<file path="src/rtl/decade_chain_pkg.sv">
// Shared types and constants for the decade-counter chain controller.
// Pure declarations; no timing or flow control of its own.
package decade_chain_pkg;

  typedef enum logic [1:0] {
    ST_IDLE  = 2'd0,
    ST_RUN   = 2'd1,
    ST_PAUSE = 2'd2,
    ST_OVF   = 2'd3
  } state_t;

  localparam logic [3:0] DIGIT_MAX = 4'd9;

  function automatic logic is_max(input logic [3:0] d);
    return d == DIGIT_MAX;
  endfunction

endpackage

</file>
<file path="src/rtl/tick_prescaler.sv">
// Divides RUN time into count ticks, one every PRESCALE enabled cycles.
// tick is combinational from the count register; the count holds while en is low.
module tick_prescaler #(
  parameter int PRESCALE = 10,
  localparam int PS_W = $clog2(PRESCALE) + 1
) (
  input  logic clk,
  input  logic rst,
  input  logic en,
  input  logic clr,
  output logic tick
);

  localparam logic [PS_W-1:0] PS_LAST = PS_W'(PRESCALE - 1);

  logic [PS_W-1:0] ps;

  always_ff @(posedge clk) begin
    if (rst || clr) begin
      ps <= '0;
    end else if (en) begin
      ps <= (ps == PS_LAST) ? '0 : ps + 1'b1;
    end
  end

  assign tick = en && (ps == PS_LAST);

endmodule

</file>
<file path="src/rtl/decade_chain_ctrl.sv">
// Run-control FSM for a chain of decade counters: prescaled tick, ripple-carry enables, clear, lap capture.
// Enables are combinational in the tick cycle; state, flags and lap capture update one edge after the pulse.
module decade_chain_ctrl
  import decade_chain_pkg::*;
#(
  parameter int NUM_DIGITS = 4,
  parameter int PRESCALE   = 10
) (
  input  logic                    clk,
  input  logic                    rst,
  input  logic                    start,
  input  logic                    stop,
  input  logic                    clear,
  input  logic                    lap,
  input  logic [4*NUM_DIGITS-1:0] digit_cnt,
  output logic [NUM_DIGITS-1:0]   digit_en,
  output logic                    digit_rst,
  output logic                    running,
  output logic                    overflow,
  output logic                    lap_valid,
  output logic [4*NUM_DIGITS-1:0] lap_value,
  output logic [1:0]              state
);

  state_t                st;
  logic                  run_st;
  logic                  ps_clr;
  logic                  ps_tick;
  logic                  tick;
  logic                  clr_q;
  logic                  all_max;
  logic [NUM_DIGITS-1:0] nine;

  assign run_st = (st == ST_RUN);
  assign ps_clr = clear || ((st == ST_IDLE) && start);

  tick_prescaler #(.PRESCALE(PRESCALE)) u_prescaler (
    .clk  (clk),
    .rst  (rst),
    .en   (run_st),
    .clr  (ps_clr),
    .tick (ps_tick)
  );

  // A stop, clear or reset landing in the tick cycle swallows that tick.
  assign tick = ps_tick && !stop && !clear && !rst;

  always_comb begin
    nine = '0;
    for (int i = 0; i < NUM_DIGITS; i++) begin
      nine[i] = is_max(digit_cnt[4*i +: 4]);
    end
  end

  assign all_max = &nine;

  // Ripple carry: digit i advances only when every lower digit is about to wrap.
  always_comb begin
    logic carry;
    carry    = tick;
    digit_en = '0;
    for (int i = 0; i < NUM_DIGITS; i++) begin
      digit_en[i] = carry;
      carry       = carry && nine[i];
    end
  end

  always_ff @(posedge clk) begin
    if (rst) begin
      st        <= ST_IDLE;
      running   <= 1'b0;
      overflow  <= 1'b0;
      clr_q     <= 1'b0;
      lap_valid <= 1'b0;
      lap_value <= '0;
    end else begin
      clr_q     <= clear;
      lap_valid <= 1'b0;
      if (lap && !clear && (st != ST_IDLE)) begin
        lap_valid <= 1'b1;
        lap_value <= digit_cnt;
      end
      if (clear) begin
        st       <= ST_IDLE;
        running  <= 1'b0;
        overflow <= 1'b0;
      end else begin
        case (st)
          ST_IDLE: begin
            if (start) begin
              st      <= ST_RUN;
              running <= 1'b1;
            end
          end
          ST_RUN: begin
            if (stop) begin
              st      <= ST_PAUSE;
              running <= 1'b0;
            end else if (tick && all_max) begin
              // Counters wrap to zero on this same edge; the chain then stays halted.
              st       <= ST_OVF;
              running  <= 1'b0;
              overflow <= 1'b1;
            end
          end
          ST_PAUSE: begin
            if (start) begin
              st      <= ST_RUN;
              running <= 1'b1;
            end
          end
          ST_OVF: begin
            st <= ST_OVF;
          end
          default: begin
            st      <= ST_IDLE;
            running <= 1'b0;
          end
        endcase
      end
    end
  end

  assign digit_rst = rst || clr_q;
  assign state     = st;

endmodule

</file>
<file path="config.mk">
export PLATFORM = sky130hd
export DESIGN_NAME = decade_chain_ctrl
export DESIGN_NICKNAME = d
export VERILOG_FILES = /design/src/rtl/decade_chain_pkg.sv /design/src/rtl/tick_prescaler.sv /design/src/rtl/decade_chain_ctrl.sv
export SDC_FILE = /design/constraint.sdc
export NUM_CORES = 1
export LEC_CHECK = 0
export BUFFER_PORTS_ARGS = -buffer_cell sky130_fd_sc_hd__clkbuf_2
export CORE_UTILIZATION = 40
export CTS_CLUSTER_DIAMETER = 50
export DETAILED_ROUTE_END_ITERATION = 6
export PLACE_DENSITY = 0.68
export SKIP_CTS_REPAIR_TIMING = 1
export SYNTH_ARGS = -nofsm -noshare
export SYNTH_HDL_FRONTEND = slang
export SYNTH_HIERARCHICAL = 1
export SYNTH_SLANG_ARGS = --single-unit
</file>
<file path="constraint.sdc">
create_clock -name clk -period 2.7 [get_ports clk]
set_input_delay 0.135 -clock clk [delete_from_list [all_inputs] [get_ports clk]]
set_output_delay 0.135 -clock clk [all_outputs]
set_load 0.01 [all_outputs]
</file>
### After elaboration in Yosys (flattened, before gate mapping)

Index checks and enable logic that the tools add are counted.

* add/sub/neg operators: 1
* eq/ne operators: 10
* muxes and demuxes: 10
* bitwise gates (word level): 1
* reduce and logical (&&, ||, !) cells: 26

Operators by type and width (count)
* $eq A4 B4 Y1 const B: 4
* $logic_and A1 B1 Y1: 11
* $mux W2: 3
* $pmux W2 S3: 1
* $reduce_and A3 Y1: 2
* $add A5 B1 Y5 const B: 1
* $eq A5 B4 Y1 const B: 1
* $mux W5: 1
* $eq A2 B2 Y1 const B: 2
* $mux W1: 4
* $reduce_and A4 Y1: 1
* $reduce_bool A2 Y1: 2
* $reduce_or A2 Y1: 2
* $logic_not A1 Y1: 3
* $logic_or A1 B1 Y1: 3
* $ne A3 B3 Y1 const B: 1
* $eq A2 B1 Y1 const B: 1
* $logic_not A2 Y1: 1
* $ne A2 B1 Y1 const B: 1
* $pmux W1 S2: 1
* $reduce_and A2 Y1: 1
* $not A1 Y1: 1

* flip-flop bits (word level): 27
* input port bits: 22
* word-level logic and storage cells: 55

### Depth between registers and ports, before layout

Gate-level depths: netlist of run 1.

* depth in word-level cells: 9
* depth in mapped cells: 8
* depth with buffers taken out: 8

### Hierarchy

Netlist of run 1, hierarchy kept.

By module, submodules not included
* decade_chain_ctrl: instances 1, cells each 93, area each 912.1 um^2, seq. area each 440.4 um^2
* tick_prescaler: instances 1, cells each 27, area each 246.5 um^2, seq. area each 100.1 um^2

### Worst setup path after synthesis of run 1

OpenSTA, ideal clock, no wires.

* kind: flip-flop to flip-flop
* start point: register st[0] (netlist: state[0])
* end point: register st[1] (netlist: state[1])
* setup time: 0.103 ns
* arrival time: 2.266 ns
* data required time: 2.597 ns
* setup slack: 0.331 ns
* cell stages (with the launch flop): 9
* path buffers: 1
* clock period less this slack: 2.369 ns
* cells stage by stage: dfxtp_1 nor2b_1 buf_2 inv_2 nor4_1 or4b_4 nor3_4 nand3_2 a2111oi_2

* cells in the longest elaborated chain, start to end: 8

RTL lines
* from (decl): line decade_chain_ctrl.sv:25 `state_t st;`
* from (signal assigned): line decade_chain_ctrl.sv:70 `st <= ST_IDLE;`
* from (signal assigned): line decade_chain_ctrl.sv:84 `st <= ST_IDLE;`
* from (signal assigned): line decade_chain_ctrl.sv:91 `st <= ST_RUN;`
* $eq A2 B1 Y1: line decade_chain_ctrl.sv:34 `assign run_st = (st == ST_RUN);`
* net run_st: line decade_chain_ctrl.sv:26 `logic run_st;`
* $logic_and A1 B1 Y1: line tick_prescaler.sv:26 `assign tick = en && (ps == PS_LAST);`
* net ps_tick: line decade_chain_ctrl.sv:28 `logic ps_tick;`
* $logic_and A1 B1 Y1 (3 in series): line decade_chain_ctrl.sv:46 `assign tick = ps_tick && !stop && !clear && !rst;`
* $logic_and A1 B1 Y1: line decade_chain_ctrl.sv:99 `end else if (tick && all_max) begin`
* $ne A3 B3 Y1 (no line)
* $reduce_and A2 Y1 (no line)

The timed path passes the listed nets, and every way through them passes these cells.
A chain may end at the register's enable or synchronous reset.

### Final worst setup path of run 1

* start point: register st[0] (netlist: state[0])
* end point: output port digit_en[3]

* cells in the longest elaborated chain, start to end: 8

RTL lines
* $eq A2 B1 Y1: line decade_chain_ctrl.sv:34
* net run_st: line decade_chain_ctrl.sv:26
* $logic_and A1 B1 Y1: line tick_prescaler.sv:26
* net ps_tick: line decade_chain_ctrl.sv:28
* $logic_and A1 B1 Y1 (3 in series): line decade_chain_ctrl.sv:46
* $logic_and A1 B1 Y1 (3 in series): line decade_chain_ctrl.sv:64 `carry = carry && nine[i];`
* to (decl): line decade_chain_ctrl.sv:16 `output logic [NUM_DIGITS-1:0] digit_en,`

The timed path passes the listed nets, and every way through them passes these cells.

==> results of run 1 <==
[sequential cells by signal (all words and copies together) (netlist names)]
signal and cells:
lap_value 16, u_prescaler/ps 5, state 2, clr_q 1, lap_valid 1, overflow 1, running 1
[per-stage QoR]
step           power [mW]  hold slack (ns)  std cells  worst slack, ns
2_1_floorplan       0.453            0.204        120            0.331
3_3_place_gp        0.486            0.381        194            0.565
3_5_place_dp        0.488            0.386        194            0.513
4_1_cts             0.662           0.0116        198            0.259
5_1_grt             0.685           0.0209        198            0.124
6_report            0.651           0.0324        198            0.268
[placed cells by master (no fill, tap or decap), drive strengths merged, types with 2 or more instances in the layout]
cell    instances
nor2           25
dfxtp          27
buf             2
nor4            2
xor2            3
a21oi           3
nand2           6
inv             5
nand3           2
or4bb           2
mux2i          16
clkbuf         50
nor3            4
nand4           2
o21ai           3
ha              2
[layer usage]
layer	global-route usage	wire [µm]	vias to the layer above
met1	0.190	1070	461
met5	0	0	-
met4	0.0244	8	0
met3	0.0535	126	2
met2	0.308	1210	29
li1	-	-	507
[layout make-up]
type / instances / area, µm²
fillers: 254 / 1310
clock buffers: 3 / 22.5
clock inverters: 1 / 5.00
well taps: 31 / 38.8
inverters: 5 / 18.8
multi-input cells: 82 / 569
flip-flops and latches: 27 / 541
repair buffers: 49 / 250
[cell families (layout without fill, tap and decap cells)]
| kind of cell | Yosys count | in the layout |
|---|---|---|
| and+or+nand+nor | 48 | 48 |
| DFF | 27 | 27 |
| muxes | 16 | 16 |
| AOI/OAI and AO/OA | 12 | 12 |
| buffers and inverters | 11 | 58 |
| xor gates and xnor gates | 4 | 4 |
| adders and majority gates | 2 | 2 |
[final timing paths]
path                 end  slack (ns)  depth (start not counted)
max          digit_en[3]        0.27                          6
min             state[1]        0.03                          2
max reg2reg     state[1]        0.50                          7
min reg2reg     overflow        0.48                          2
[worst max-delay path, cell delays in order (launching register included)]
cell	delay, ns
dfxtp_1	0.41
nor2b_1	0.22
inv_2	0.06
nor4_1	0.23
or4b_4	0.53
nor4b_1	0.32
clkbuf_2	0.20
[power breakdown]
| part | total (mW) | switching [mW] | internal [mW] |
|---|---|---|---|
| combinational | 0.0685 | 0.0378 | 0.0307 |
| clock | 0.172 | 0.117 | 0.0555 |
| sequential | 0.410 | 0.00416 | 0.406 |
==> flow_metrics.env, run 1 <==
export IMPL_status="completed"
export IMPL_grt_remaining_overflow=0
export IMPL_min_path_type="input port to register"
export IMPL_slew_viol_final=0
export IMPL_yosysWarnings=6
export IMPL_netlist_area_um2=1160
export IMPL_clock_latency_ns=0.32
export IMPL_p_leak_nw=0.758
export IMPL_die_w_um=55.8
export IMPL_clock_sinks=27
export IMPL_wirelength_mm=2.41
export IMPL_crit_start="state[0]"
export IMPL_cp_arrival_ns=2.30
export IMPL_synth_compound_area_share=0.0810
export IMPL_timing_final_setup_violations=0
export IMPL_synth_xor_area_share=0.0302
export IMPL_avgSynthCellArea_um2=9.66
export IMPL_wl_per_cell_um=12.2
export IMPL_synth_most_common_cell="dfxtp_1"
export IMPL_h_tree_depth=1
export IMPL_criticalPathCategory="register to output pin"
export IMPL_hpwl_mm=1.88
export IMPL_place_area_um2=1420
export IMPL_cap_violations=0
export IMPL_clkTransAtPathRegs_ns=0.15
export IMPL_antenna_found_initial=0
export IMPL_async_flop_share=0
export IMPL_ys_flop_type="dfxtp_1"
export IMPL_cts_tree="done"
export IMPL_relSlewSlack=0.667
export IMPL_grt_use_total=0.166
export IMPL_yosys_area_share_adder=0.0216
export IMPL_peakVddDrop_uv=382
export IMPL_hold_viol_final=0
export IMPL_cts_buffer_depth=2
export IMPL_fin_crit_ns=2.43
export IMPL_clock_skew_ns=0.00963
export IMPL_finalNetCount=192
export IMPL_ys_types=34
export IMPL_max_freq_mhz=411
export IMPL_drive_above_1_share=0.371
export IMPL_drc=0
export IMPL_portBuffers=47
export IMPL_cts_root_buffer="clkbuf_4"
export IMPL_cts_made_buffers=3
export IMPL_rsz0062_at_grt="false"
export IMPL_reg2reg_from="state[0]"
export IMPL_synth_edf_count=0
export IMPL_vias=999
export IMPL_post_route_period_util=0.901
export IMPL_first_global_vias=956
export IMPL_cp_end_kind="output pin"
export IMPL_cp_required_ns=2.57
export IMPL_worst_pin_slew_ns=0.499
export IMPL_synth_top_family_by_area="simple AND/OR/NAND/NOR gates"
export IMPL_syn_num_nets=144
export IMPL_grt_pass1_wl_mm=4.13
export IMPL_drt_iter0_markers=32
export IMPL_die_h_um=55.8
export IMPL_synthTopCellsByArea="dfxtp_1, mux2i_1, nor2_1, xor2_1, ha_1"
export IMPL_area_growth_pct=24.7
export IMPL_power_density_nw_per_um2=450
export IMPL_synth_top_cells_by_count="dfxtp_1, nor2_1, mux2i_1, nand2_1, inv_1"
export IMPL_start_util=0.420
export IMPL_synth_seq_cells=27
export IMPL_synthMuxAreaShare=0.138
export IMPL_ys_seq_area_frac=0.467
export IMPL_viasPerCell=5.05
export IMPL_synth_simple_area_share=0.220
export IMPL_rows=19
export IMPL_cp_max_fo=6
export IMPL_ioPinCount=48
export IMPL_antenna_left=0
export IMPL_dieArea_um2=3120
export IMPL_antenna_cells=0
export IMPL_core_um2=2760
export IMPL_synth_top_area_frac=0.467
export IMPL_grt_start_max_net_pins=26
export IMPL_synth_top_cell_by_area="dfxtp_1"
export IMPL_dr_pass1_iters=4
export IMPL_final_util=0.524
export IMPL_setup_worst_path_start_class="register"
export IMPL_design_area_um2=1450
export IMPL_place_congestion=0.805
export IMPL_hold_start="clear"
export IMPL_fin_setup_tns_ns=0
export IMPL_synth_cells=120
(Power assumes the default switching activity.)
==> run 2, diff against run 1 <==
CELL_PAD_IN_SITES_DETAIL_PLACEMENT = 0   (was unset)
CELL_PAD_IN_SITES_GLOBAL_PLACEMENT = 2   (was unset)
CORE_UTILIZATION = 27   (was 40)
PLACE_DENSITY = unset   (was 0.68)
PLACE_DENSITY_LB_ADDON = 0.1   (was unset)
==> run 2 against run 1 <==
Net effect:
- largest cell class unchanged
- final cell count grew 11%
- critical endpoint unchanged
- non-clock buffer count grew 2
- highest routed layer unchanged
- die area grew 46%
- sequential power is essentially flat
- design area grew 4.0%
==> flow_metrics.env, run 2 (synthesis results as in run 1) <==
export IMPL_status="completed"
export IMPL_place_congestion=0.813
export IMPL_mostFrequentLayoutCell="clkbuf_2"
export IMPL_max_freq_mhz=417
export IMPL_die_h_um=67.5
export IMPL_ioPinCount=48
export IMPL_rows=23
export IMPL_power_density_nw_per_um2=474
export IMPL_dieArea_um2=4560
export IMPL_grt_pass1_wl_mm=4.03
export IMPL_dr_pass1_iters=2
export IMPL_drive_above_1_share=0.379
export IMPL_largest_register="lap_value"
export IMPL_post_route_period_util=0.888
export IMPL_grt_use_total=0.119
export IMPL_cp_slowest_stage_delay_ns=0.53
export IMPL_clock_latency_ns=0.27
export IMPL_hold_start="clear"
export IMPL_cp_max_fo=6
export IMPL_p_leak_nw=0.775
export IMPL_clkTransAtPathRegs_ns=0.09
export IMPL_antenna_cells=0
export IMPL_fin_setup_tns_ns=0
export IMPL_antenna_left=0
export IMPL_grt_start_max_net_pins=25
export IMPL_cap_violations=0
export IMPL_area_growth_pct=29.7
export IMPL_h_tree_depth=1
export IMPL_cp_end_kind="output pin"
export IMPL_setup_worst_path_start_class="register"
export IMPL_viasPerCell=4.48
export IMPL_slowest_stage="or4b_4"
export IMPL_first_global_vias=901
export IMPL_drt_iter0_markers=50
export IMPL_finalNetCount=194
export IMPL_drc=0
export IMPL_path_cells="nor2b_1 > inv_2 > nor4_1 > or4b_4 > nor4b_1 > clkbuf_2"
export IMPL_vias=982
export IMPL_mostFrequentLayoutCells="clkbuf_2, dfxtp_1, nor2_1, mux2i_1, nand2_1"
export IMPL_relSlewSlack=0.649
export IMPL_start_util=0.286
export IMPL_wirelength_mm=2.73
export IMPL_criticalPathCategory="register to output pin"
export IMPL_min_path_type="input port to register"
export IMPL_wl_per_cell_um=12.5
export IMPL_rsz0062_at_grt="false"
export IMPL_cp_required_ns=2.57
export IMPL_fin_crit_ns=2.40
export IMPL_clock_skew_ns=0.00616
export IMPL_worst_pin_slew_ns=0.522
export IMPL_fin_ws_ns=0.303
export IMPL_clock_sinks=27
export IMPL_die_w_um=67.5
export IMPL_portBuffers=47
export IMPL_grt_remaining_overflow=0
export IMPL_hpwl_mm=2.14
export IMPL_dp_slack_ns=0.499
export IMPL_final_util=0.370
export IMPL_power_uw=712
export IMPL_cp_arrival_ns=2.26
export IMPL_reg2reg_from="state[0]"
export IMPL_crit_start="state[0]"
export IMPL_cts_root_buffer="clkbuf_8"
export IMPL_peakVddDrop_uv=200
export IMPL_cts_made_buffers=3
export IMPL_cts_buffer_depth=2
export IMPL_cts_tree="done"
export IMPL_largest_register_ff_count=16
export IMPL_slew_viol_final=0
export IMPL_antenna_found_initial=0
export IMPL_hold_viol_final=0
export IMPL_timing_final_setup_violations=0
export IMPL_core_um2=4060
-- run 2: cell types whose count changed in the layout (fill, tap and decap cells not counted), sizes merged --
cell  change
buf       +2
-- run 2: worst paths after layout --
| path | end | slack, ns | depth (start not counted) |
|---|---|---|---|
| worst max-delay path | digit_en[3] | 0.30 | 6 |
| worst min-delay path | state[1] | 0.10 | 2 |
| worst max register to register | state[1] | 0.50 | 7 |
| worst min register to register | overflow | 0.47 | 2 |
-- run 2: through the flow --
step                hold slack, ns  cell area [µm²]  cells
floorplan                    0.204             1160    120
global placement             0.384             1460    215
detailed placement           0.390             1460    215
CTS                         0.0923             1500    219
global route                0.0982             1500    219
finish                       0.100             1500    219
-- run 2: layout make-up --
cell class,instances,area [µm²]
flip-flops and latches,27,541
clock buffers,3,41.3
inverters,5,18.8
clock inverters,1,5.00
fillers,422,2550
multi-input cells,82,569
repair buffers,51,265
well taps,50,62.6
-- run 2: per-layer routing --
layer,GRT usage,vias up,part of all wire
met5,0,-,0
met4,0.0559,0,0.0070
met3,0.0236,2,0.058
met2,0.208,25,0.48
met1,0.137,444,0.45
li1,-,511,-
-- run 2: power by group --
part | total (mW) | leakage (nW) | internal [mW] | switching [mW]
clock network | 0.231 | 0.0255 | 0.103 | 0.128
registers | 0.409 | 0.219 | 0.405 | 0.00432
logic | 0.0713 | 0.531 | 0.0320 | 0.0393
-- run 2: critical path, delay by kind of cell, from the launching register on --
| family | cells | cell delay [ns] |
|---|---|---|
| flops | 1 | 0.41 |
| simple gates | 4 | 1.33 |
| buf+inv | 2 | 0.26 |
